File: src/rtl/if_fetch_unit.sv
// if_fetch_unit: IF-stage fetch PC, credit-limited imem requests and fetch buffer feeding IF/ID.
// Define IF_PERF_CNT_EN to add perf_fetched_o / perf_dropped_o counters.
module if_fetch_unit #(
  parameter logic [31:0] RESET_PC = 32'h0000_0000,
  parameter int          DEPTH    = 2,
  parameter logic [31:0] NOP      = 32'h0000_0013
) (
  input  logic        clk,
  input  logic        rst_n,
  output logic        imem_req_valid,
  input  logic        imem_req_ready,
  output logic [31:0] imem_req_addr,
  input  logic        imem_rsp_valid,
  input  logic [31:0] imem_rsp_data,
  input  logic        stall_i,
  input  logic        redirect_i,
  input  logic [31:0] redirect_pc_i,
  output logic        fetch_valid_o,
  output logic [31:0] pc_o,
  output logic [31:0] instruction_o
`ifdef IF_PERF_CNT_EN
  ,
  output logic [31:0] perf_fetched_o,
  output logic [31:0] perf_dropped_o
`endif
);
  localparam int CW = $clog2(DEPTH + 1);
  localparam int SW = CW + 1;
  localparam int PW = DEPTH > 1 ? $clog2(DEPTH) : 1;
  logic [31:0] fetch_pc, rsp_pc, redirect_pc;
  logic [31:0] buf_pc [DEPTH];
  logic [31:0] buf_data [DEPTH];
  logic [PW-1:0] rd_ptr, wr_ptr;
  logic [CW-1:0] count, outstanding, drop_cnt;
  logic req_fire, rsp_fire, rsp_any, push, pop;
  function automatic logic [PW-1:0] nxt(input logic [PW-1:0] p);
    return (int'(p) == DEPTH - 1) ? '0 : p + 1'b1;
  endfunction
  assign redirect_pc    = redirect_pc_i & ~32'd3;
  // Credit covers both in-flight and buffered words so responses never find the buffer full.
  assign imem_req_valid = rst_n && !redirect_i && drop_cnt == '0 &&
                          (SW'(outstanding) + SW'(count) < SW'(DEPTH));
  assign imem_req_addr  = fetch_pc;
  assign req_fire       = imem_req_valid && imem_req_ready;
  assign rsp_fire       = imem_rsp_valid && drop_cnt == '0 && outstanding != '0;
  assign rsp_any        = imem_rsp_valid && (drop_cnt != '0 || outstanding != '0);
  assign push           = rsp_fire && !redirect_i;
  assign fetch_valid_o  = count != '0;
  assign pop            = fetch_valid_o && !stall_i && !redirect_i;
  assign pc_o           = fetch_valid_o ? buf_pc[rd_ptr] : 32'h0;
  assign instruction_o  = fetch_valid_o ? buf_data[rd_ptr] : NOP;
  always_ff @(posedge clk or negedge rst_n)
    if (!rst_n) begin
      fetch_pc    <= RESET_PC;
      rsp_pc      <= RESET_PC;
      rd_ptr      <= '0;
      wr_ptr      <= '0;
      count       <= '0;
      outstanding <= '0;
      drop_cnt    <= '0;
    end else if (redirect_i) begin
      fetch_pc    <= redirect_pc;
      rsp_pc      <= redirect_pc;
      rd_ptr      <= '0;
      wr_ptr      <= '0;
      count       <= '0;
      outstanding <= '0;
      drop_cnt    <= drop_cnt + outstanding - CW'(rsp_any);
    end else begin
      if (req_fire) fetch_pc <= fetch_pc + 32'd4;
      if (rsp_fire) rsp_pc <= rsp_pc + 32'd4;
      if (push) wr_ptr <= nxt(wr_ptr);
      if (pop) rd_ptr <= nxt(rd_ptr);
      count       <= count + CW'(push) - CW'(pop);
      outstanding <= outstanding + CW'(req_fire) - CW'(rsp_fire);
      drop_cnt    <= drop_cnt - CW'(imem_rsp_valid && drop_cnt != '0);
    end
  always_ff @(posedge clk)
    if (push) begin
      buf_pc[wr_ptr]   <= rsp_pc;
      buf_data[wr_ptr] <= imem_rsp_data;
    end
`ifdef IF_PERF_CNT_EN
  always_ff @(posedge clk or negedge rst_n)
    if (!rst_n) begin
      perf_fetched_o <= '0;
      perf_dropped_o <= '0;
    end else begin
      perf_fetched_o <= perf_fetched_o + 32'(push);
      perf_dropped_o <= perf_dropped_o + (redirect_i ? 32'(count) : 32'h0) + 32'(rsp_any && !push);
    end
`endif
  a_rsp_expected: assert property (@(posedge clk) disable iff (!rst_n)
    !(imem_rsp_valid && outstanding == '0 && drop_cnt == '0));
endmodule

File: config.mk
export PLATFORM = sky130hd
export DESIGN_NAME = if_fetch_unit
export DESIGN_NICKNAME = d
export VERILOG_FILES = /design/src/rtl/if_fetch_unit.sv
export SDC_FILE = /design/constraint.sdc
export NUM_CORES = 1
export LEC_CHECK = 0
export CELL_PAD_IN_SITES_DETAIL_PLACEMENT = 1
export CELL_PAD_IN_SITES_GLOBAL_PLACEMENT = 1
export CORE_MARGIN = 3
export CORE_UTILIZATION = 40
export CTS_CLUSTER_SIZE = 8
export DETAILED_ROUTE_END_ITERATION = 16
export DONT_BUFFER_PORTS = 1
export PLACE_DENSITY = 0.73
export SLEW_MARGIN = 0
export SYNTH_ARGS = -nofsm -noshare
export SYNTH_HDL_FRONTEND = slang
export SYNTH_SLANG_ARGS = --single-unit
File: constraint.sdc
create_clock -name clk -period 5.5 [get_ports clk]
set_clock_uncertainty 0.2 [all_clocks]
set_input_delay 0.825 -clock clk [delete_from_list [all_inputs] [get_ports clk]]
set_output_delay 0.825 -clock clk [all_outputs]
set_load 0.03 [all_outputs]
# Word level (Yosys, flattened, before mapping)
# Memories as Yosys holds them, arrays and structs flattened.
# Index checks and enable logic that the tools add are counted.
# word_totals
regBits,72
mem_bits_rw,128
in_bits,70
out_inout_bits,98
memories,2
# classes
n_addsub,12
magnitude_cmp,1
mux,17
n_reduce_logical,22
# memory_table
memory,words,word_bits,read_ports,rd_ports_with_merged_regs,wr,line_no,text
buf_data,2,32,1,0,1,32,logic [31:0] buf_data [DEPTH];
buf_pc,2,32,1,0,1,31,logic [31:0] buf_pc [DEPTH];
# op_table
cell,count
32-bit 2-to-1 mux,6
"32-bit by 3-bit adder with 32-bit output, second input constant",2
2-bit nonzero test,7
1-bit logical AND,11
1-bit 2-to-1 mux,8
2-bit by 1-bit subtractor with 2-bit output,4
2-bit 2-to-1 mux,3
2-bit by 1-bit adder with 2-bit output,2
2-bit by 2-bit adder with 3-bit output,1
"3-bit by 2-bit < comparator with 1-bit output, second input constant",1
"1-bit adder, second input constant",2
2-bit adder,1
1-bit logical NOT,2
2-bit logical NOT,1
1-bit logical OR,1

# Depth between registers and ports, before layout
# Gate-level depths: netlist of run 1.
# logic_depth
depth_word,8
ltp_mapped,12
mapped_depth_nobuf,10

# Worst setup path before layout of run 1
# OpenSTA, ideal clock, no wires.
# synth_path
path_type,input to register
start,input port redirect_i
end,"memory buf_data[0][0], enable pin"
setup_ns,0.482
arrival_ns,3.990
required_ns,4.818
setup_slack_ns,0.828
path_stages,5
path_cell_list,buf_6 inv_1 clkbuf_1 nand2_1 nor2_1
# synth_via
elab_chain_len,4
# synth_lines
element,line_no,text
from (decl),16,"input logic redirect_i,"
1-bit logical NOT,47,assign push = rsp_fire && !redirect_i;
1-bit logical AND,47,
1-bit 2-to-1 mux,79,if (push) begin
1-bit 2-to-1 mux (not written as such),81,buf_data[wr_ptr] <= imem_rsp_data;
to (decl),32,
# No other way between the ends.

# Worst setup path in the final report of run 1
# layout_path
start,register rd_ptr
end,output port pc_o[11]
# layout_via
elab_chain_len,2
# layout_lines
element,line_no,text
from (decl),33,"logic [PW-1:0] rd_ptr, wr_ptr;"
from (signal assigned),73,if (pop) rd_ptr <= nxt(rd_ptr);
memory 2 x 32 bit,--,
32-bit 2-to-1 mux,50,assign pc_o = fetch_valid_o ? buf_pc[rd_ptr] : 32'h0;
to (decl),19,"output logic [31:0] pc_o,"
# No other way between the ends.

==> results of run 1 <==
## state kept, by name (all words and copies together) (netlist names)
name,count
buf_data,64
buf_pc,60
count,2
drop_cnt,2
imem_req_addr,30
outstanding,2
rd_ptr,1
rsp_pc,30
wr_ptr,1
## cell families (layout without fill, tap and decap cells)
logic type	after synthesis	in the layout	synth area share, %
multiplexers	73	73	8.55
flip-flops	192	192	62.7
XOR/XNOR	48	48	4.86
adder cells (fa/ha/maj)	10	10	1.53
buffers and inverters	49	52	2.72
AO/OA/AOI/OAI	69	69	5.14
AND/OR/NAND/NOR	246	246	14.4
other	1	4	0.0434
## power groups by stage
stage	Clock, mW	Sequential (mW)	Combinational (mW)
after floorplan	0	1.74	0.184
after global placement	0	1.77	0.201
after detailed placement	0	1.78	0.216
after CTS	1.26	1.75	0.231
after global routing	1.32	1.77	0.257
final	1.22	1.75	0.228
## worst max-delay path, delay by kind of cell, from the launching register on
family / cells / cell delay [ns]
flops: 1 / 1.14
simple gates: 1 / 0.60
mux: 1 / 0.19
## routing by layer
| metal | up-vias | track usage, % |
|---|---|---|
| met5 | - | 0 |
| met4 | 0 | 6.07 |
| met3 | 30 | 5.86 |
| met2 | 186 | 27.7 |
| met1 | 2687 | 23.0 |
| li1 | 2477 | - |
## area by class of cell
cell class	count	area (um^2)	area share (%)
multi-input cells	450	3020	31.8
clock inverters	14	158	1.66
repair buffers	7	72.6	0.764
flip-flops and latches	192	5430	57.2
clock buffers	18	429	4.52
inverters	13	48.8	0.514
well taps	275	344	3.62
## layout by cell type (no fill, tap or decap), types with 5 or more instances in the layout
cell type / count
clkbuf_16: 17
nand4_1: 26
o211ai_1: 12
nand2_1: 42
a21oi_1: 10
nor2_1: 79
dfrtp_1: 67
buf_4: 6
and4_1: 5
nor3_1: 9
nand3_1: 34
xor2_1: 32
and2_1: 10
nand2b_1: 6
inv_1: 12
and3_1: 12
mux2i_1: 66
xnor2_1: 16
mux2_2: 7
a21boi_0: 8
o21ai_0: 23
ha_1: 9
or3_1: 5
edfxtp_1: 124
## worst max path at each step
stage                           endpoint               start  cells after the start
2_1_floorplan   buf_data[0][0]$_DFFE_PP_          redirect_i                      5
3_3_place_gp   buf_data[0][26]$_DFFE_PP_      imem_rsp_valid                      5
3_5_place_dp      buf_pc[0][3]$_DFFE_PP_      imem_rsp_valid                      5
4_1_cts                         pc_o[21]  rd_ptr$_DFFE_PN0P_                      2
5_1_grt                         pc_o[16]  rd_ptr$_DFFE_PN0P_                      2
6_report                        pc_o[11]  rd_ptr$_DFFE_PN0P_                      2
## metrics by stage
step / hold slack (ns) / instances
floorplan: 0.262 / 691
global placement: 0.305 / 936
detailed placement: 0.328 / 936
CTS: 0.0664 / 969
global route: 0.0769 / 969
finish: 0.0650 / 969
## what timing repair did
item	in CTS	in global routing
buffers inserted	0	0
gates resized for setup	0	0
endpoints found under the hold margin	68	0
hold buffers	1	0
==> flow_metrics.env, run 1 <==
export IMPL_status="finished, final reports clean"
export IMPL_synth_cell_types=49
export IMPL_synth_main_ff_cell="edfxtp_1"
export IMPL_syn_area_per_cell_um2=12.6
export IMPL_rsz0062_at_grt="no"
export IMPL_die_w_um=153
export IMPL_coreArea_um2=21200
export IMPL_fin_crit_ns=3.41
export IMPL_routed_wl_um=20400
export IMPL_reg2reg_depth=5
export IMPL_first_global_vias=5759
export IMPL_yosysWarnings=0
export IMPL_r2r_end="buf_data[0][13]$_DFFE_PP_"
export IMPL_rows=53
export IMPL_drv_cap=0
export IMPL_antenna_found_initial=0
export IMPL_leakagePower_nw=3.27
export IMPL_synth_most_common_cell="edfxtp_1"
export IMPL_wl_met2_um=9400
export IMPL_cts_buffers=17
export IMPL_setup_slack_ns=2.09
export IMPL_antenna_cells=0
export IMPL_syn2layout_area_growth_pct=9.81
export IMPL_timing_slew_headroom_pct=28.0
export IMPL_reg2reg_slack_ns=2.34
export IMPL_ys_seq_area_share_pct=62.7
export IMPL_crit_fanout=64
export IMPL_via_per_inst=5.55
export IMPL_crit_required_ns=4.47
export IMPL_syn_inst=688
export IMPL_seqPwrFrac_pct=54.7
export IMPL_crit_type="reg -> out"
export IMPL_htreeDepth=4
export IMPL_insertion_delay_ns=0.43
export IMPL_rr_startpoint="outstanding[1]$_DFF_PN0_"
export IMPL_start_util_pct=40.9
export IMPL_cts_tree="built"
export IMPL_setup_viol=0
export IMPL_synth_seq_cells=192
export IMPL_gp_congestion=0.862
export IMPL_grt_first_pass_wirelength_um=32600
export IMPL_worst_pin_slew_ns=1.08
export IMPL_n_fill_cell=2152
export IMPL_via_count=5380
export IMPL_cpPeakStageDelay_ns=1.14
export IMPL_netlist_top_cells_area="edfxtp_1 43%, dfrtp_1 20%, mux2i_1 7.6%"
export IMPL_intPower_mw=2.37
export IMPL_top_layer="met4"
export IMPL_ios=168
export IMPL_place_area_um2=8880
export IMPL_p_clk_share_pct=38.2
export IMPL_die_area_um2=23400
export IMPL_post_route_drc_count=0
export IMPL_path_cells="mux2i_1 -> nor2_1"
export IMPL_hp_class="in -> async"
export IMPL_drive_above_1_share_pct=8.50
export IMPL_synth_area_um2=8650
export IMPL_dp_hpwl_um=14300
export IMPL_dp_slack_ns=2.02
export IMPL_combPwrFrac_pct=7.1
export IMPL_yosys_top_cells_count="124 x edfxtp_1, 81 x nor2_1, 68 x dfrtp_1, 66 x mux2i_1, 42 x nand2_1"
export IMPL_met3_length_um=1630
export IMPL_final_nets=761
export IMPL_cts_sinks=192
export IMPL_fin_crit_sh_pct=62.1
export IMPL_yosys_area_top_type="edfxtp_1"
export IMPL_synth_top_area_share_pct=43.1
export IMPL_grt_start_max_net_pins=69
export IMPL_met1_length_um=8950
export IMPL_initialDrtViolationCount=236
export IMPL_grt_total_usage_pct=17.6
export IMPL_port_buffer_count=0
export IMPL_drv_slew=0
export IMPL_grt_remaining_overflow=0
export IMPL_finalPower_mw=3.20
export IMPL_p_sw_uw=832
export IMPL_pwr_density_cell_nw_per_um2=337
export IMPL_slowest_stage="dfrtp_4"
export IMPL_postRouteAntennaNets=0
export IMPL_ir_worst_vdd_v=0.000214
export IMPL_worst_ep_arrival_time_ns=2.39
export IMPL_die_height_um=153
export IMPL_swShare_pct=26.0
export IMPL_hold_viol=0
export IMPL_worst_setup_path_start_kind="flop"
export IMPL_cp_end_kind="output port"
export IMPL_fin_util_pct=44.9
export IMPL_clkTransAtPathRegs_ns=0.07
export IMPL_fmax_mhz=293
export IMPL_async_reset_ff_share_pct=35.4
export IMPL_drtPass1Iterations=6
export IMPL_fin_tns_setup_ns=0
export IMPL_cts_root_buf="clkbuf_16"
export IMPL_clk_path_buf_depth=2
export IMPL_post_route_cell_area_um2=9500
export IMPL_wl_per_cell_um=21.0
export IMPL_synth_enable_flop_cells=124
(Power assumes the default switching activity.)
==> run 2: changes to the inputs <==
- ABC_AREA: default -> 1
- PLACE_DENSITY: 0.73 -> 0.79
- clock period: 5.5 -> 3 ns (I/O delays scaled with it)
==> run 2 against run 1 <==
Against the previous run:
- clock power rose by 95%
- non-clock buffer count rose by 103
- sequential power rose by 90%
- critical path depth rose by 4
- global-route usage rose by 4.9 points
- clock-buffer cell count did not move
- setup slack got worse by 1.8 ns
- synthesized cell count rose by 55%
- power rose by 100%
- final cell count rose by 53%
- sequential cell count did not move
==> flow_metrics.env, run 2 <==
export IMPL_status="finished, final reports clean"
export IMPL_drtPass1Iterations=7
export IMPL_crit_path_start="outstanding[0]$_DFF_PN0_"
export IMPL_routed_wl_um=28300
export IMPL_grt_start_max_net_pins=69
export IMPL_first_global_vias=8323
export IMPL_via_count=7772
export IMPL_regMostFlops="buf_data"
export IMPL_reg2reg_depth=11
export IMPL_setup_viol=0
export IMPL_hold_viol=0
export IMPL_fin_crit_sh_pct=91.2
export IMPL_syn_inst=1063
export IMPL_yosys_area_top_type="edfxtp_1"
export IMPL_post_route_drc_count=0
export IMPL_r2r_end="count[1]$_DFF_PN0_"
export IMPL_cts_tree="built"
export IMPL_async_reset_ff_share_pct=35.4
export IMPL_multi_input_area_um2=3480
export IMPL_syn2layout_area_growth_pct=19.3
export IMPL_netlist_top_cells_area="edfxtp_1 40%, dfrtp_1 18%, nand2_1 15%"
export IMPL_fmax_mhz=366
export IMPL_rr_startpoint="drop_cnt[1]$_DFF_PN0_"
export IMPL_start_util_pct=41.1
export IMPL_pwr_density_cell_nw_per_um2=583
export IMPL_coreArea_um2=22900
export IMPL_leakagePower_nw=4.65
export IMPL_drive_above_1_share_pct=11.5
export IMPL_ff_latch_area_um2=5430
export IMPL_die_w_um=159
export IMPL_antenna_found_initial=0
export IMPL_antenna_cells=0
export IMPL_drv_slew=0
export IMPL_synth_main_ff_cell="edfxtp_1"
export IMPL_worst_setup_path_start_kind="flop"
export IMPL_cts_buffers=17
export IMPL_timing_slew_headroom_pct=53.8
export IMPL_final_common_cell="nand2_1"
export IMPL_synth_most_common_cell="nand2_1"
export IMPL_clkTransAtPathRegs_ns=0.08
export IMPL_ys_seq_area_share_pct=57.6
export IMPL_syn_area_per_cell_um2=8.86
export IMPL_initialDrtViolationCount=438
export IMPL_fin_tns_setup_ns=0
export IMPL_fin_crit_ns=2.74
export IMPL_drv_cap=0
export IMPL_crit_required_ns=2.35
export IMPL_reg2reg_slack_ns=0.41
export IMPL_cts_hold_buf=41
export IMPL_finalPower_mw=6.55
export IMPL_gp_congestion=0.856
export IMPL_grt_first_pass_wirelength_um=45100
export IMPL_final_nets=1237
export IMPL_ios=168
export IMPL_via_per_inst=5.24
export IMPL_cts_sinks=192
export IMPL_wl_per_cell_um=19.1
export IMPL_synth_area_um2=9420
export IMPL_hp_class="in -> reg"
export IMPL_synth_enable_flop_cells=124
export IMPL_worst_ep_arrival_time_ns=2.09
export IMPL_cts_setup_buffers=0
export IMPL_dp_hpwl_um=19000
export IMPL_die_area_um2=25400
export IMPL_endpoint="imem_req_valid"
export IMPL_cp_end_kind="output port"
export IMPL_worst_pin_slew_ns=0.691
export IMPL_insertion_delay_ns=0.45
export IMPL_cts_root_buf="clkbuf_16"
export IMPL_synth_cell_types=35
export IMPL_htreeDepth=4
export IMPL_layout_common_cells="384 x nand2_1, 124 x edfxtp_1, 95 x nor2_1"
export IMPL_port_buffer_count=0
export IMPL_reg_largest_list="buf_data x64, buf_pc x60"
export IMPL_postRouteAntennaNets=0
export IMPL_grt_remaining_overflow=0
export IMPL_synth_seq_cells=192
export IMPL_crit_type="reg -> out"
export IMPL_yosys_top_cells_count="384 x nand2_1, 124 x edfxtp_1, 97 x nor2_1, 84 x inv_1, 80 x nand3_1"
export IMPL_rsz0062_at_grt="no"
export IMPL_synth_top_area_share_pct=39.5
export IMPL_n_fill_cell=2706
export IMPL_yosysWarnings=0
export IMPL_postCtsResizedCells=0
export IMPL_clk_path_buf_depth=2
export IMPL_hold_depth=3
export IMPL_rows=55
export IMPL_largest_register_ffs=64
export IMPL_crit_fanout=4
export IMPL_grt_total_usage_pct=22.5
export IMPL_ir_worst_vdd_v=0.000368
export IMPL_die_height_um=159
run 2: layout make-up:
cell class	instances	share of cell area, %
inverter	89	3.00
clock buffer	18	3.82
sequential	192	48.3
timing repair buffer	110	8.75
clock inverter	14	1.66
tap	313	3.49
multi-input combinational	747	31.0
run 2: report_power, final:
group,total (mW),switching (mW),internal (mW),leakage (nW)
combinational,0.847,0.546,0.300,2.40
sequential,3.33,0.358,2.97,1.95
clock,2.38,1.17,1.21,0.300
total,6.55,2.07,4.48,4.65
run 2: cell families (layout without fill, tap and decap cells):
family,Yosys count,count (layout),share of synthesized area (%)
flops,192,192,57.6
xor+xnor,24,24,2.23
buf+inv,127,231,5.70
simple gates,593,593,26.1
compound gates,116,116,6.91
fa+ha+maj,10,10,1.41
other cells,1,4,0.0398
run 2: worst max-delay path, stage by stage, from the launching register on:
cell	delay (ns)
dfrtp_1	0.43
nand2_1	0.08
inv_1	0.05
fa_1	0.44
nor2_1	0.25
nand3_1	0.14
inv_1	0.24
run 2: stage by stage:
stage	util (%)	hold slack (ns)	cell area [um^2]	std cells	setup WS, ns
final	49.0	0.0164	11200	1483	0.265
after detailed placement	44.5	-0.0434	10200	1410	0.457
after CTS	49.0	0.000194	11200	1483	0.228
after global routing	49.0	0.0156	11200	1483	0.164
after global placement	44.5	-0.0432	10200	1410	0.546
after floorplan	-	-0.0456	9440	1066	0.0231
run 2: layer usage:
layer  vias to the layer above  global-route usage (%)  wire length [um]  part of all wire [%]
li1                       3654                       -                 -                     -
met1                      3838                    27.6             11600                    41
met2                       240                    39.3             14200                    50
met3                        40                    5.98              1940                   6.9
met4                         0                    6.45               556                   2.0
met5                         -                       0                 0                     0
run 2: how the worst min path moves through the flow:
stage	start	end
5_1_grt	redirect_pc_i[3]	imem_req_addr[3]$_DFFE_PN0P_
3_3_place_gp	rst_n	imem_req_addr[27]$_DFFE_PN0P_
3_5_place_dp	rst_n	imem_req_addr[27]$_DFFE_PN0P_
4_1_cts	stall_i	rd_ptr$_DFFE_PN0P_
6_report	stall_i	rd_ptr$_DFFE_PN0P_
2_1_floorplan	rst_n	count[0]$_DFF_PN0_
